**src/rtl/zynet_cfg_seq_pkg.sv**
```systemverilog
// Shared definitions for the ZyNet configuration sequencer.
// Holds the register offsets, the per-layer neuron and weight tables, the FSM state
// encoding and a small helper that reads one entry from a packed table.
package zynet_cfg_seq_pkg;

  // Register offsets in the target accelerator
  localparam logic [31:0] REG_WEIGHT = 32'd0;
  localparam logic [31:0] REG_BIAS   = 32'd4;
  localparam logic [31:0] REG_LAYER  = 32'd12;
  localparam logic [31:0] REG_NEURON = 32'd16;
  localparam logic [31:0] REG_SRST   = 32'd28;

  localparam int unsigned MAX_LAYERS = 4;
  localparam int unsigned TBL_W      = 16;

  // Entry 0 is layer 1; entries are TBL_W bits wide
  typedef logic [MAX_LAYERS*TBL_W-1:0] tbl_t;

  localparam tbl_t NEURONS_TBL = {16'd10, 16'd10, 16'd30, 16'd30};
  localparam tbl_t WEIGHTS_TBL = {16'd10, 16'd30, 16'd30, 16'd784};

  typedef enum logic [2:0] {
    ST_IDLE   = 3'd0,
    ST_SRST   = 3'd1,
    ST_LAYER  = 3'd2,
    ST_NEURON = 3'd3,
    ST_FETCH  = 3'd4,
    ST_DATA   = 3'd5,
    ST_WRESP  = 3'd6,
    ST_DONE   = 3'd7
  } state_e;

  // Index is the zero-based layer; callers keep it below MAX_LAYERS
  function automatic logic [TBL_W-1:0] tbl_get(input tbl_t tbl, input logic [TBL_W-1:0] idx);
    return tbl[int'(idx)*TBL_W +: TBL_W];
  endfunction

endpackage

```
**src/rtl/zynet_cfg_seq_if.sv**
```systemverilog
// AXI4-lite write channel bundle used between the sequencer and its target.
// master: drives AW/W, accepts B.  slave: the opposite direction.
interface zynet_cfg_seq_if;
  logic [31:0] m_axi_awaddr;
  logic        m_axi_awvalid;
  logic        m_axi_awready;
  logic [31:0] m_axi_wdata;
  logic [3:0]  m_axi_wstrb;
  logic        m_axi_wvalid;
  logic        m_axi_wready;
  logic [1:0]  m_axi_bresp;
  logic        m_axi_bvalid;
  logic        m_axi_bready;

  modport master (
    output m_axi_awaddr, m_axi_awvalid, m_axi_wdata, m_axi_wstrb, m_axi_wvalid, m_axi_bready,
    input  m_axi_awready, m_axi_wready, m_axi_bresp, m_axi_bvalid
  );

  modport slave (
    input  m_axi_awaddr, m_axi_awvalid, m_axi_wdata, m_axi_wstrb, m_axi_wvalid, m_axi_bready,
    output m_axi_awready, m_axi_wready, m_axi_bresp, m_axi_bvalid
  );
endinterface

```
**src/rtl/zynet_cfg_seq_axil_wr_single.sv**
```systemverilog
// Single outstanding AXI-lite write.
// Ports: clk, rst_n (async active-low); req holds addr/data stable while the address
// and data phases run; sent pulses when both AW and W have been accepted; then bready
// is raised and ack pulses on the B handshake, with resp_err flagging a non-OKAY bresp.
// axi: master side of the write bundle.
module axil_wr_single (
  input  logic                    clk,
  input  logic                    rst_n,
  input  logic                    req,
  input  logic [31:0]             addr,
  input  logic [31:0]             data,
  output logic                    sent,
  output logic                    ack,
  output logic                    resp_err,
  zynet_cfg_seq_if.master         axi
);

  logic aw_done_q, w_done_q, resp_q;
  logic aw_ok, w_ok;

  always_comb begin
    // Each valid drops on its own ready and stays low until the write completes
    axi.m_axi_awvalid = req & ~aw_done_q;
    axi.m_axi_wvalid  = req & ~w_done_q;
    axi.m_axi_awaddr  = addr;
    axi.m_axi_wdata   = data;
    axi.m_axi_wstrb   = 4'hF;
    axi.m_axi_bready  = resp_q;
    aw_ok             = aw_done_q | axi.m_axi_awready;
    w_ok              = w_done_q | axi.m_axi_wready;
    sent              = req & aw_ok & w_ok;
    ack               = resp_q & axi.m_axi_bvalid;
    resp_err          = ack & (axi.m_axi_bresp != 2'b00);
  end

  always_ff @(posedge clk or negedge rst_n) begin
    if (!rst_n) begin
      aw_done_q <= 1'b0;
      w_done_q  <= 1'b0;
      resp_q    <= 1'b0;
    end else begin
      if (sent) begin
        aw_done_q <= 1'b0;
        w_done_q  <= 1'b0;
      end else begin
        if (axi.m_axi_awvalid && axi.m_axi_awready) aw_done_q <= 1'b1;
        if (axi.m_axi_wvalid && axi.m_axi_wready) w_done_q <= 1'b1;
      end
      if (sent) begin
        resp_q <= 1'b1;
      end else if (ack) begin
        resp_q <= 1'b0;
      end
    end
  end

endmodule

```
**src/rtl/zynet_cfg_seq.sv**
```systemverilog
// ZyNet configuration sequencer.
// On start, clears the accelerator soft reset, then walks every layer/neuron writing
// all weights (weight phase) and then one bias per neuron (bias phase), pulling the
// data words sequentially from config memory. Aborts on a non-OKAY write response.
// Ports: s_axi_aclk, s_axi_aresetn (async active-low); start; busy, done (pulse), err
// (sticky); mem_rd_en/mem_addr/mem_rdata config-memory read port (1-cycle latency);
// axi: AXI-lite write master bundle.
module zynet_cfg_seq
  import zynet_cfg_seq_pkg::*;
#(
  parameter int unsigned NUM_LAYERS = 4,
  parameter int unsigned MEM_AW     = 15,
  parameter tbl_t        NEURONS    = NEURONS_TBL,
  parameter tbl_t        WEIGHTS    = WEIGHTS_TBL
) (
  input  logic              s_axi_aclk,
  input  logic              s_axi_aresetn,
  input  logic              start,
  output logic              busy,
  output logic              done,
  output logic              err,
  output logic              mem_rd_en,
  output logic [MEM_AW-1:0] mem_addr,
  input  logic [31:0]       mem_rdata,
  zynet_cfg_seq_if.master   axi
);

  state_e            state_q, state_d;
  state_e            last_q, last_d;     // which write is awaiting its response
  logic              phase_q, phase_d;   // 0: weights, 1: biases
  logic [15:0]       layer_q, layer_d;   // zero-based layer index
  logic [15:0]       neuron_q, neuron_d;
  logic [15:0]       wcnt_q, wcnt_d;
  logic [MEM_AW-1:0] addr_q, addr_d;
  logic              err_q, err_d;
  logic              first_q;            // first DATA cycle: memory output is live
  logic [31:0]       rdata_q;

  logic        wr_req, wr_sent, wr_ack, wr_err;
  logic [31:0] wr_addr, wr_data;
  logic [15:0] cur_neurons, cur_weights;
  logic        last_layer, last_neuron, last_weight;

  always_comb begin
    cur_neurons = tbl_get(NEURONS, layer_q);
    cur_weights = tbl_get(WEIGHTS, layer_q);
    last_layer  = (layer_q == 16'(NUM_LAYERS - 1));
    last_neuron = (neuron_q == cur_neurons - 16'd1);
    last_weight = (wcnt_q == cur_weights - 16'd1);
  end

  assign wr_req = (state_q == ST_SRST) || (state_q == ST_LAYER) ||
                  (state_q == ST_NEURON) || (state_q == ST_DATA);

  always_comb begin
    wr_addr = '0;
    wr_data = '0;
    case (state_q)
      ST_SRST:   wr_addr = REG_SRST;
      ST_LAYER: begin
        wr_addr = REG_LAYER;
        wr_data = {16'h0, layer_q + 16'd1};
      end
      ST_NEURON: begin
        wr_addr = REG_NEURON;
        wr_data = {16'h0, neuron_q};
      end
      ST_DATA: begin
        wr_addr = phase_q ? REG_BIAS : REG_WEIGHT;
        // Memory data is only valid the cycle after the read; hold it afterwards
        wr_data = first_q ? mem_rdata : rdata_q;
      end
      default: ;
    endcase
  end

  axil_wr_single u_wr (
    .clk      (s_axi_aclk),
    .rst_n    (s_axi_aresetn),
    .req      (wr_req),
    .addr     (wr_addr),
    .data     (wr_data),
    .sent     (wr_sent),
    .ack      (wr_ack),
    .resp_err (wr_err),
    .axi      (axi)
  );

  always_comb begin
    state_d  = state_q;
    last_d   = last_q;
    phase_d  = phase_q;
    layer_d  = layer_q;
    neuron_d = neuron_q;
    wcnt_d   = wcnt_q;
    addr_d   = addr_q;
    err_d    = err_q;
    unique case (state_q)
      ST_IDLE: begin
        if (start) begin
          state_d  = ST_SRST;
          err_d    = 1'b0;
          phase_d  = 1'b0;
          layer_d  = '0;
          neuron_d = '0;
          wcnt_d   = '0;
          addr_d   = '0;
        end
      end
      ST_SRST, ST_LAYER, ST_NEURON, ST_DATA: begin
        if (wr_sent) begin
          last_d  = state_q;
          state_d = ST_WRESP;
        end
      end
      ST_FETCH: state_d = ST_DATA;
      ST_WRESP: begin
        if (wr_ack) begin
          if (wr_err) begin
            err_d   = 1'b1;
            state_d = ST_DONE;
          end else begin
            case (last_q)
              ST_SRST:   state_d = ST_LAYER;
              ST_LAYER:  state_d = ST_NEURON;
              ST_NEURON: state_d = ST_FETCH;
              default: begin
                addr_d = addr_q + MEM_AW'(1);
                if (!phase_q && !last_weight) begin
                  wcnt_d  = wcnt_q + 16'd1;
                  state_d = ST_FETCH;
                end else begin
                  wcnt_d = '0;
                  if (!last_neuron) begin
                    neuron_d = neuron_q + 16'd1;
                    state_d  = ST_NEURON;
                  end else begin
                    neuron_d = '0;
                    if (!last_layer) begin
                      layer_d = layer_q + 16'd1;
                      state_d = ST_LAYER;
                    end else begin
                      layer_d = '0;
                      if (!phase_q) begin
                        phase_d = 1'b1;
                        state_d = ST_LAYER;
                      end else begin
                        state_d = ST_DONE;
                      end
                    end
                  end
                end
              end
            endcase
          end
        end
      end
      ST_DONE: state_d = ST_IDLE;
      default: state_d = ST_IDLE;
    endcase
  end

  always_ff @(posedge s_axi_aclk or negedge s_axi_aresetn) begin
    if (!s_axi_aresetn) begin
      state_q  <= ST_IDLE;
      last_q   <= ST_IDLE;
      phase_q  <= 1'b0;
      layer_q  <= '0;
      neuron_q <= '0;
      wcnt_q   <= '0;
      addr_q   <= '0;
      err_q    <= 1'b0;
      first_q  <= 1'b0;
      rdata_q  <= '0;
    end else begin
      state_q  <= state_d;
      last_q   <= last_d;
      phase_q  <= phase_d;
      layer_q  <= layer_d;
      neuron_q <= neuron_d;
      wcnt_q   <= wcnt_d;
      addr_q   <= addr_d;
      err_q    <= err_d;
      first_q  <= (state_q == ST_FETCH);
      if (first_q) rdata_q <= mem_rdata;
    end
  end

  assign busy      = (state_q != ST_IDLE);
  assign done      = (state_q == ST_DONE);
  assign err       = err_q;
  assign mem_rd_en = (state_q == ST_FETCH);
  assign mem_addr  = addr_q;

endmodule

```
**src/flat_wrapper.sv**
```systemverilog
// flat-port wrapper written by rule: the top's interface ports become plain ports
module zynet_cfg_seq_flat import zynet_cfg_seq_pkg::*;
#(
  parameter int unsigned NUM_LAYERS = 4,
  parameter int unsigned MEM_AW     = 15,
  parameter tbl_t        NEURONS    = NEURONS_TBL,
  parameter tbl_t        WEIGHTS    = WEIGHTS_TBL
)
  (s_axi_aclk, s_axi_aresetn, start, busy, done, err, mem_rd_en, mem_addr, mem_rdata, axi_m_axi_awaddr, axi_m_axi_awvalid, axi_m_axi_wdata, axi_m_axi_wstrb, axi_m_axi_wvalid, axi_m_axi_bready, axi_m_axi_awready, axi_m_axi_wready, axi_m_axi_bresp, axi_m_axi_bvalid);
  zynet_cfg_seq_if axi_i ();
  input  logic s_axi_aclk;
  input  logic s_axi_aresetn;
  input  logic start;
  output logic busy;
  output logic done;
  output logic err;
  output logic mem_rd_en;
  output logic [MEM_AW-1:0] mem_addr;
  input  logic [31:0] mem_rdata;
  output wire logic [$bits(axi_i.m_axi_awaddr)-1:0] axi_m_axi_awaddr;
  output wire logic [$bits(axi_i.m_axi_awvalid)-1:0] axi_m_axi_awvalid;
  output wire logic [$bits(axi_i.m_axi_wdata)-1:0] axi_m_axi_wdata;
  output wire logic [$bits(axi_i.m_axi_wstrb)-1:0] axi_m_axi_wstrb;
  output wire logic [$bits(axi_i.m_axi_wvalid)-1:0] axi_m_axi_wvalid;
  output wire logic [$bits(axi_i.m_axi_bready)-1:0] axi_m_axi_bready;
  input wire logic [$bits(axi_i.m_axi_awready)-1:0] axi_m_axi_awready;
  input wire logic [$bits(axi_i.m_axi_wready)-1:0] axi_m_axi_wready;
  input wire logic [$bits(axi_i.m_axi_bresp)-1:0] axi_m_axi_bresp;
  input wire logic [$bits(axi_i.m_axi_bvalid)-1:0] axi_m_axi_bvalid;
  assign axi_m_axi_awaddr = axi_i.m_axi_awaddr;
  assign axi_m_axi_awvalid = axi_i.m_axi_awvalid;
  assign axi_m_axi_wdata = axi_i.m_axi_wdata;
  assign axi_m_axi_wstrb = axi_i.m_axi_wstrb;
  assign axi_m_axi_wvalid = axi_i.m_axi_wvalid;
  assign axi_m_axi_bready = axi_i.m_axi_bready;
  assign axi_i.m_axi_awready = axi_m_axi_awready;
  assign axi_i.m_axi_wready = axi_m_axi_wready;
  assign axi_i.m_axi_bresp = axi_m_axi_bresp;
  assign axi_i.m_axi_bvalid = axi_m_axi_bvalid;
  zynet_cfg_seq #(.NUM_LAYERS(NUM_LAYERS), .MEM_AW(MEM_AW), .NEURONS(NEURONS), .WEIGHTS(WEIGHTS)) u_core (.s_axi_aclk(s_axi_aclk), .s_axi_aresetn(s_axi_aresetn), .start(start), .busy(busy), .done(done), .err(err), .mem_rd_en(mem_rd_en), .mem_addr(mem_addr), .mem_rdata(mem_rdata), .axi(axi_i));
endmodule
```
**config.mk**
```make
export PLATFORM = sky130hd
export DESIGN_NAME = zynet_cfg_seq_flat
export DESIGN_NICKNAME = d
export VERILOG_FILES = /design/src/rtl/zynet_cfg_seq_pkg.sv /design/src/rtl/zynet_cfg_seq_if.sv /design/src/rtl/zynet_cfg_seq_axil_wr_single.sv /design/src/rtl/zynet_cfg_seq.sv /design/src/flat_wrapper.sv
export SDC_FILE = /design/constraint.sdc
export NUM_CORES = 1
export LEC_CHECK = 0
export BUFFER_PORTS_ARGS = -buffer_cell sky130_fd_sc_hd__buf_2
export CAP_MARGIN = 20
export CORE_MARGIN = 3
export CORE_UTILIZATION = 60
export DETAILED_ROUTE_END_ITERATION = 8
export PLACE_DENSITY = 0.87
export SLEW_MARGIN = 20
export SYNTH_ARGS = -nofsm -noshare
export SYNTH_HDL_FRONTEND = slang
export SYNTH_SLANG_ARGS = --single-unit
```
**constraint.sdc**
```tcl
create_clock -name s_axi_aclk -period 7.2 [get_ports s_axi_aclk]
set_input_delay 1.08 -clock s_axi_aclk [delete_from_list [all_inputs] [get_ports s_axi_aclk]]
set_output_delay 1.08 -clock s_axi_aclk [all_outputs]
set_load 0.02 [all_outputs]
```
# Word level (Yosys, flattened, before mapping)
# Cells that the tools add are included.
# W data, S select, Z words.
# word_totals
ff_bits	107
latchBits	0
ramBits	0
mem_bits_ro	0
in_bits	40
out_inout_bits	90
wordCells	132
mem_count	0
# classes
add_sub_neg	6
multipliers	0
n_div	0
magnitude_cmp	0
n_eq_ne	22
shifts	2
mux	55
n_bitwise	10
n_reduce_logical	24
# op_table
cell	count
$mux W16	16
$pmux W32 S4	1
$shiftx A64 B21 Y16 const A	2
$pmux W16 S2	3
$pmux W32 S3	1
$mux W15	4
$add A16 B1 Y16 const B	3
$eq A16 B16 Y1	2
$mux W32	1
$sub A16 B1 Y16 const B	2
$pmux W15 S2	1
$mux W3	9
$eq A16 B2 Y1 const B	1
$add A15 B1 Y15 const B	1
$mux W1	15
$pmux W3 S5	1
$ne A2 B2 Y1 const B	7
$eq A3 B2 Y1 const B	4
$eq A3 B3 Y1 const B	4
$reduce_bool A2 Y1	5
$pmux W3 S3	1
$reduce_and A8 Y1	1
$reduce_and A7 Y1	1
$and A1 B1 Y1	6
17 further kinds	27

# Logic depth before layout (Yosys ltp)
# Gate-level depths: netlist of run 1.
# depth
word_depth	10
depth_mapped	16
mapped_depth_nobuf	13

# By module
# A second synthesis of run 1 with hierarchy kept.
# hier_totals
hier_cells	760
hier_area_um2	6995.5
# by_module_without_submodules
mod	n_inst	cells_per_inst	area_each_um2	seq_area_each_um2
zynet_cfg_seq	1	676	6321.1	2602.5
axil_wr_single	1	84	674.4	75.1

# Worst setup path before layout of run 1
# Ideal clock, no wire load.
# synth_timing
path_type	reg2out
from	reg u_core.layer_q[0]
to	out axi_m_axi_wdata[15]
t_arrival_ns	2.507
required_ns	6.120
setup_slack_ns	3.613
stages_incl_launch_ff	9
n_path_buf	1
cell_sequence	dfrtp_1 clkbuf_1 nand3_1 nor4_1 and4_1 and3_1 xor2_1 mux2i_1 o21ai_0
# synth_via
elab_chain_cells	2
# synth_rtl
element	line	text
start, declared	zynet_cfg_seq.sv:31	logic [15:0] layer_q, layer_d;
start signal, assigned	zynet_cfg_seq.sv:179	layer_q <= layer_d;
$add A16 B1 Y16	zynet_cfg_seq.sv:62	wr_data = {16'h0, layer_q + 16'd1};
$pmux W32 S3	zynet_cfg_seq.sv:58	case (state_q)
end, declared	flat_wrapper.sv:22	output wire logic [$bits(axi_i.m_axi_wdata)-1:0] axi_m_axi_wdata;
# No other way between the ends.

# Worst setup path in the final report of run 1
# layout_timing
from	reg u_core.layer_q[1]
to	out axi_m_axi_wdata[14]
# The elaborated chain is that of the path after synthesis.

==> flow_metrics.tcl, run 1 <==
set metrics [dict create \
    drt_iter0_drc 389 \
    min_period_ps 4250 \
    drt_wl_total_mm 15.6 \
    grt_pass1_vias 5114 \
    slowest_stage "nor4_1" \
    drc 0 \
    crit_cells 9 \
    cts.root.buffer_cell "clkbuf_8" \
    cts_tree "yes" \
    start_util_pct 62.3 \
    crit_fanout 10 \
    r2r_cells 12 \
    design.core.area_um2 10400 \
    cts_max_path_buffers 2 \
    max_freq_ghz 0.235 \
    hold_viol 0 \
    synth-edff-count 0 \
    ys_seq_elements 107 \
    netlist_area_um2 6490 \
    syn_inst 709 \
    cp-start-kind "flop" \
    num_antenna_cells 0 \
    post-route-period-util_pct 59.0 \
    cts_made_buffers 9 \
    slew_headroom_pct 35.1 \
    cp_top_family "simple AND/OR/NAND/NOR gates" \
    final_cell_mix "dfrtp_1 (107), buf_2 (95), nor2_1 (69)" \
    wire_per_inst_um 16.9 \
    fin_worst_skew_ps 11.1 \
    p_seq_share_pct 38.6 \
    drv_cap 0 \
    power.share.clock_pct 18.1 \
    whs_path_depth 1 \
    leakage_uw 0.00332 \
    whs_endpoint "u_core.rdata_q[19]" \
    rr_endpoint "u_core.layer_q[8]" \
    synth.avg_cell_area_um2 9.16 \
    seq_area_frac_synth_pct 41.2 \
    worst_ep_required_time_ps 6120 \
    postCtsSetupRepairBufs 0 \
    design_area_um2 7170 \
    regToRegStartpoint "u_core.layer_q[3]" \
    outcome "finished clean" \
    grt_use_total_pct 25.3 \
    grt_pass1_wl_mm 24.3 \
    drive_above_1_share_pct 20.9 \
    ant_nets 0 \
    holdCritPathClass "flop to flop" \
    criticalPathCategory "flop to output port" \
    p_comb_share_pct 43.3 \
    p_sw_share_pct 41.0 \
    io_pins 130 \
    vias 5444 \
    setup_viol 0 \
    fillers 807 \
    cp-end-kind "output port" \
    yosys_most_used_dff "dfrtp_1" \
    grt_antenna_before_repair 0 \
    reg2reg_slack_ps 3090 \
    synthArstFlopShare_pct 100 \
    viasPerCell 5.89 \
    syn_to_final_growth_pct 10.5 \
    place_congestion 0.946 \
    grt_max_degree 75 \
    layout_commonest_cell "dfrtp_1" \
    clk_latency_ps 370 \
    p_switching_uw 952 \
    rsz0062_at_grt "false" \
    critPathMaxStageDelay_ps 620 \
    port_buffers 96 \
    cts_hold_buf 0 \
    die_y_um 110 \
    intPower_uw 1370 \
    drv_slew 0 \
    worstPathCellList "ha_1 -> nand3_1 -> nor4_1 -> and2_1 -> and3_1 -> xor2_1 -> mux2i_1 -> o21ai_0 -> buf_2" \
    cts_resized 0 \
    dieArea_um2 12100 \
    tightestPinTransition_ps 974 \
    hpwl_mm 11.5 \
    htreeDepth 3 \
    dpl_cell_area_um2 6930 \
    worstPathArrival_ps 3170 \
    first_pass_iters 5 \
    final_nets 835 \
    min-delay-start "u_core.rdata_q[19]" \
    worst-path-buf-inv 1 \
    placementRows 37 \
    gr-total-overflow 0 \
    fin_tns_setup_ps 0 \
    ys_types 65 \
    clk_pin_slew_worst_paths_ps 100 \
    cts_sinks 107 \
    vdd_drop_max_mv 0.274 \
    power_density_nw_per_um2 323 \
    ys_warn_count 0 \
    die_width_um 110 \
]
power by group through the flow:
stage	registers (uW)	clock network (uW)	logic [uW]
global placement	901	0	918
detailed placement	899	0	983
global route	913	452	1090
CTS	887	425	992
finish	894	420	1000
floorplan	826	0	772
how the worst max path moves through the flow:
stage                       from                  end  slack (ps)
6_report       u_core.layer_q[1]  axi_m_axi_wdata[14]        2950
3_5_place_dp   u_core.layer_q[3]   u_core.neuron_q[5]        3160
5_1_grt        u_core.layer_q[0]  axi_m_axi_wdata[14]        2790
4_1_cts        u_core.layer_q[0]  axi_m_axi_wdata[14]        3000
2_1_floorplan  u_core.layer_q[0]  axi_m_axi_wdata[15]        3610
3_3_place_gp   u_core.layer_q[3]    u_core.layer_q[8]        3340
stage by stage:
step                      worst slack, ps  hold slack, ps  utilization [%]  total power (uW)  instances
after floorplan                      3610             466                -              1600        740
after global placement               3340             475             66.2              1820        906
after detailed placement             3160             482             66.5              1880        907
after CTS                            3000             504             68.7              2310        923
after global routing                 2790             512             68.9              2460        924
final                                2950             502             68.9              2320        924
logic make-up after synthesis:
kind of cell	synth area share, %
buffers and inverters	7.44
other	0.116
and+or+nand+nor	21.1
muxes	6.53
AOI/OAI and AO/OA	13.9
adders and majority gates	2.31
xor gates and xnor gates	7.42
DFF	41.2
synthesized netlist by cell type, drive strengths merged (2+ instances only):
cell type	count	area share, %
a2111oi	6	1.3
clkbuf	25	1.4
a31oi	4	0.39
conb	2	0.12
and3	15	1.4
mux2	35	6.1
nand2	53	3.1
a211oi	3	0.42
or4	4	0.46
o211ai	6	0.69
o21ai	55	4.2
nor2	69	4.0
dfrtp	107	41
xnor2	26	3.5
and2	7	0.67
o31ai	11	1.3
mux2i	3	0.46
nand2b	18	1.7
nor4	9	0.96
nor3	6	0.46
nor3b	4	0.46
nand3	27	2.1
or3	14	1.4
nor2b	18	1.7
inv	22	1.3
xor2	29	3.9
and4	3	0.40
ha	12	2.3
nand3b	3	0.35
a21o	5	0.58
nand4	12	1.2
a21oi	28	2.2
buf	45	4.7
o21a	4	0.46
cell type report:
type,instances,area [um^2],area share [%]
Clock inverter,6,95.1,1.33
Tap cell,136,170,2.37
Sequential cell,107,2680,37.3
Inverter,22,82.6,1.15
Timing Repair Buffer,102,556,7.74
Clock buffer,10,138,1.92
Multi-Input combinational cell,541,3460,48.2
layer usage:
| metal | track usage (%) | share of wire (%) | vias to the layer above |
|---|---|---|---|
| met2 | 42.1 | 48 | 272 |
| met5 | 0 | 0 | - |
| met1 | 33.4 | 41 | 2606 |
| met3 | 5.13 | 9.1 | 23 |
| li1 | - | - | 2543 |
| met4 | 7.66 | 1.6 | 0 |
state kept, by name (all words and copies together) (netlist names), 3 cells and up:
register and flops:
u_core.neuron_q 16, u_core.layer_q 16, u_core.wcnt_q 16, u_core.mem_addr 15
u_core.last_q 3, u_core.rdata_q 32, u_core.state_q 3
No activity file was read; power rests on OpenSTA's default activity.
==> inputs of run 2 (changes only) <==
CORE_UTILIZATION = 51   (was 60)
PLACE_DENSITY = 0.79   (was 0.87)
clock period = 3.8 ns   (was 7.2 ns; I/O delays follow)
==> run 2 against run 1 <==
Combinational power rose by 96%. Wire length fell by 2.7%. Flip-flop and latch count did not move. Worst setup slack got worse by 2700 ps. Sequential power rose by 80%. Count of clock-buffer cells in the layout did not move. Non-clock buffer count rose by 19. First-iteration DRC count rose by 11%.
==> flow_metrics.tcl, run 2 (same netlist as run 1, synthesis figures left out) <==
set metrics [dict create \
    outcome "finished clean" \
    fin_tns_setup_ps 0 \
    vias 5432 \
    fin_worst_skew_ps 9.45 \
    grtUsageMet3_pct 4.70 \
    rsz0062_at_grt "false" \
    cts_tree "yes" \
    port_buffers 96 \
    holdCritPathClass "input pin to asynchronous set/reset pin" \
    viasPerCell 5.57 \
    io_pins 130 \
    min_period_ps 3570 \
    drt_iter0_drc 433 \
    drc 0 \
    cts_max_path_buffers 2 \
    cp-end-kind "flop" \
    cts.root.buffer_cell "clkbuf_16" \
    clk_latency_ps 360 \
    busiest_layer "met2" \
    design.core.area_um2 12200 \
    vdd_drop_max_mv 0.241 \
    largest_register_ffs 32 \
    r2r_cells 13 \
    grt_antenna_before_repair 0 \
    grt_pass1_wl_mm 24.3 \
    max_freq_ghz 0.280 \
    first_pass_iters 5 \
    drive_above_1_share_pct 23.1 \
    die_width_um 119 \
    cts_hold_buf 0 \
    regMostFlops "u_core.rdata_q" \
    syn_to_final_growth_pct 14.3 \
    post-route-period-util_pct 93.8 \
    drt_wl_total_mm 15.2 \
    gr-total-overflow 0 \
    worstPathArrival_ps 3820 \
    tightestPinTransition_ps 737 \
    wire_per_inst_um 15.5 \
    hpwl_mm 11.0 \
    grt_max_degree 55 \
    num_antenna_cells 0 \
    leakage_uw 0.00344 \
    hold_viol 0 \
    cts_sinks 107 \
    clk_pin_slew_worst_paths_ps 80 \
    rr_endpoint "u_core.layer_q[8]" \
    die_y_um 119 \
    place_congestion 0.946 \
    final_cell_mix "dfrtp_1 (107), buf_2 (95), nor2_1 (69)" \
    slew_headroom_pct 50.6 \
    htreeDepth 3 \
    regToRegStartpoint "u_core.layer_q[3]" \
    ant_nets 0 \
    setup_viol 0 \
    drv_slew 0 \
    use_met2_pct 32.9 \
    criticalPathCategory "flop to flop" \
    crit_end "u_core.layer_q[8]" \
    finish.utilization_pct 60.8 \
    worstSetupStartpoint "u_core.layer_q[3]" \
    drv_cap 0 \
    final_nets 855 \
    fin_hold_ws_ps 236 \
    grt_use_total_pct 20.8 \
    start_util_pct 53.2 \
    cts_made_buffers 9 \
    placementRows 40 \
    cp-start-kind "flop" \
    worst_ep_required_time_ps 4060 \
    crit_fanout 18 \
    power_density_nw_per_um2 602 \
    met1_usage_pct 29.0 \
    grt_pass1_vias 4958 \
    reg2reg_slack_ps 230 \
    dieArea_um2 14100 \
    layout_commonest_cell "dfrtp_1" \
]
==> run 2: cell count changes in the layout (fill, tap and decap cells not counted), moves of 2 or more <==
cell       change
bufinv_16      -2
clkbuf_16      +9
buf_4         +21
inv_8          +2
clkbuf_8      -10
==> run 2: worst max-delay path: stages, from the launching register on <==
cell and delay, ps:
dfrtp_1 370, or2_1 240, inv_1 100, o21ai_0 140, ha_1 300, ha_1 250
ha_1 220, a22o_1 210, a2111oi_4 490, a41oi_4 250, o31ai_2 320, buf_4 270
o21ai_0 110, a21o_1 180
==> run 2: layout make-up <==
type | instances | area (um^2)
Sequential cell | 107 | 2680
Clock inverter | 6 | 56.3
Inverter | 22 | 82.6
Tap cell | 168 | 210
Fill cell | 1006 | 4790
Clock buffer | 10 | 229
Multi-Input combinational cell | 542 | 3500
Timing Repair Buffer | 121 | 671
==> run 2: worst min path at each step <==
stage / start / end / slack, ps / cells past startpoint
6_report: s_axi_aresetn / u_core.mem_addr[12] / 240 / 1
5_1_grt: s_axi_aresetn / u_core.mem_addr[12] / 290 / 1
4_1_cts: s_axi_aresetn / u_core.mem_addr[12] / 260 / 1
3_5_place_dp: u_core.rdata_q[20] / u_core.rdata_q[20] / 480 / 1
3_3_place_gp: u_core.rdata_q[25] / u_core.rdata_q[25] / 470 / 1
2_1_floorplan: s_axi_aresetn / u_core.err / 270 / 0
==> run 2: repair_timing <==
action	4_1_cts	5_1_grt
setup endpoints to repair	0	18
gates resized for setup	0	5
setup buffers	0	8
==> run 2: power breakdown <==
group | switching [uW] | internal, uW
logic | 1180 | 776
clock network | 447 | 459
registers | 187 | 1420
==> run 2: per-layer routing <==
| layer | up-vias | wire length, um |
|---|---|---|
| li1 | 2602 | - |
| met1 | 2587 | 6790 |
| met2 | 220 | 6930 |
| met3 | 23 | 1220 |
| met4 | 0 | 222 |
| met5 | - | 0 |
==> run 2: stage by stage <==
| stage | std cells | instance area [um^2] | power (uW) | worst slack, ps |
|---|---|---|---|---|
| final | 976 | 7420 | 4470 | 234 |
| after floorplan | 740 | 6610 | 3030 | 354 |
| after global routing | 976 | 7420 | 4750 | 27.5 |
| after global placement | 951 | 7040 | 3510 | 260 |
| after CTS | 967 | 7320 | 4470 | 159 |
| after detailed placement | 951 | 7040 | 3550 | 171 |
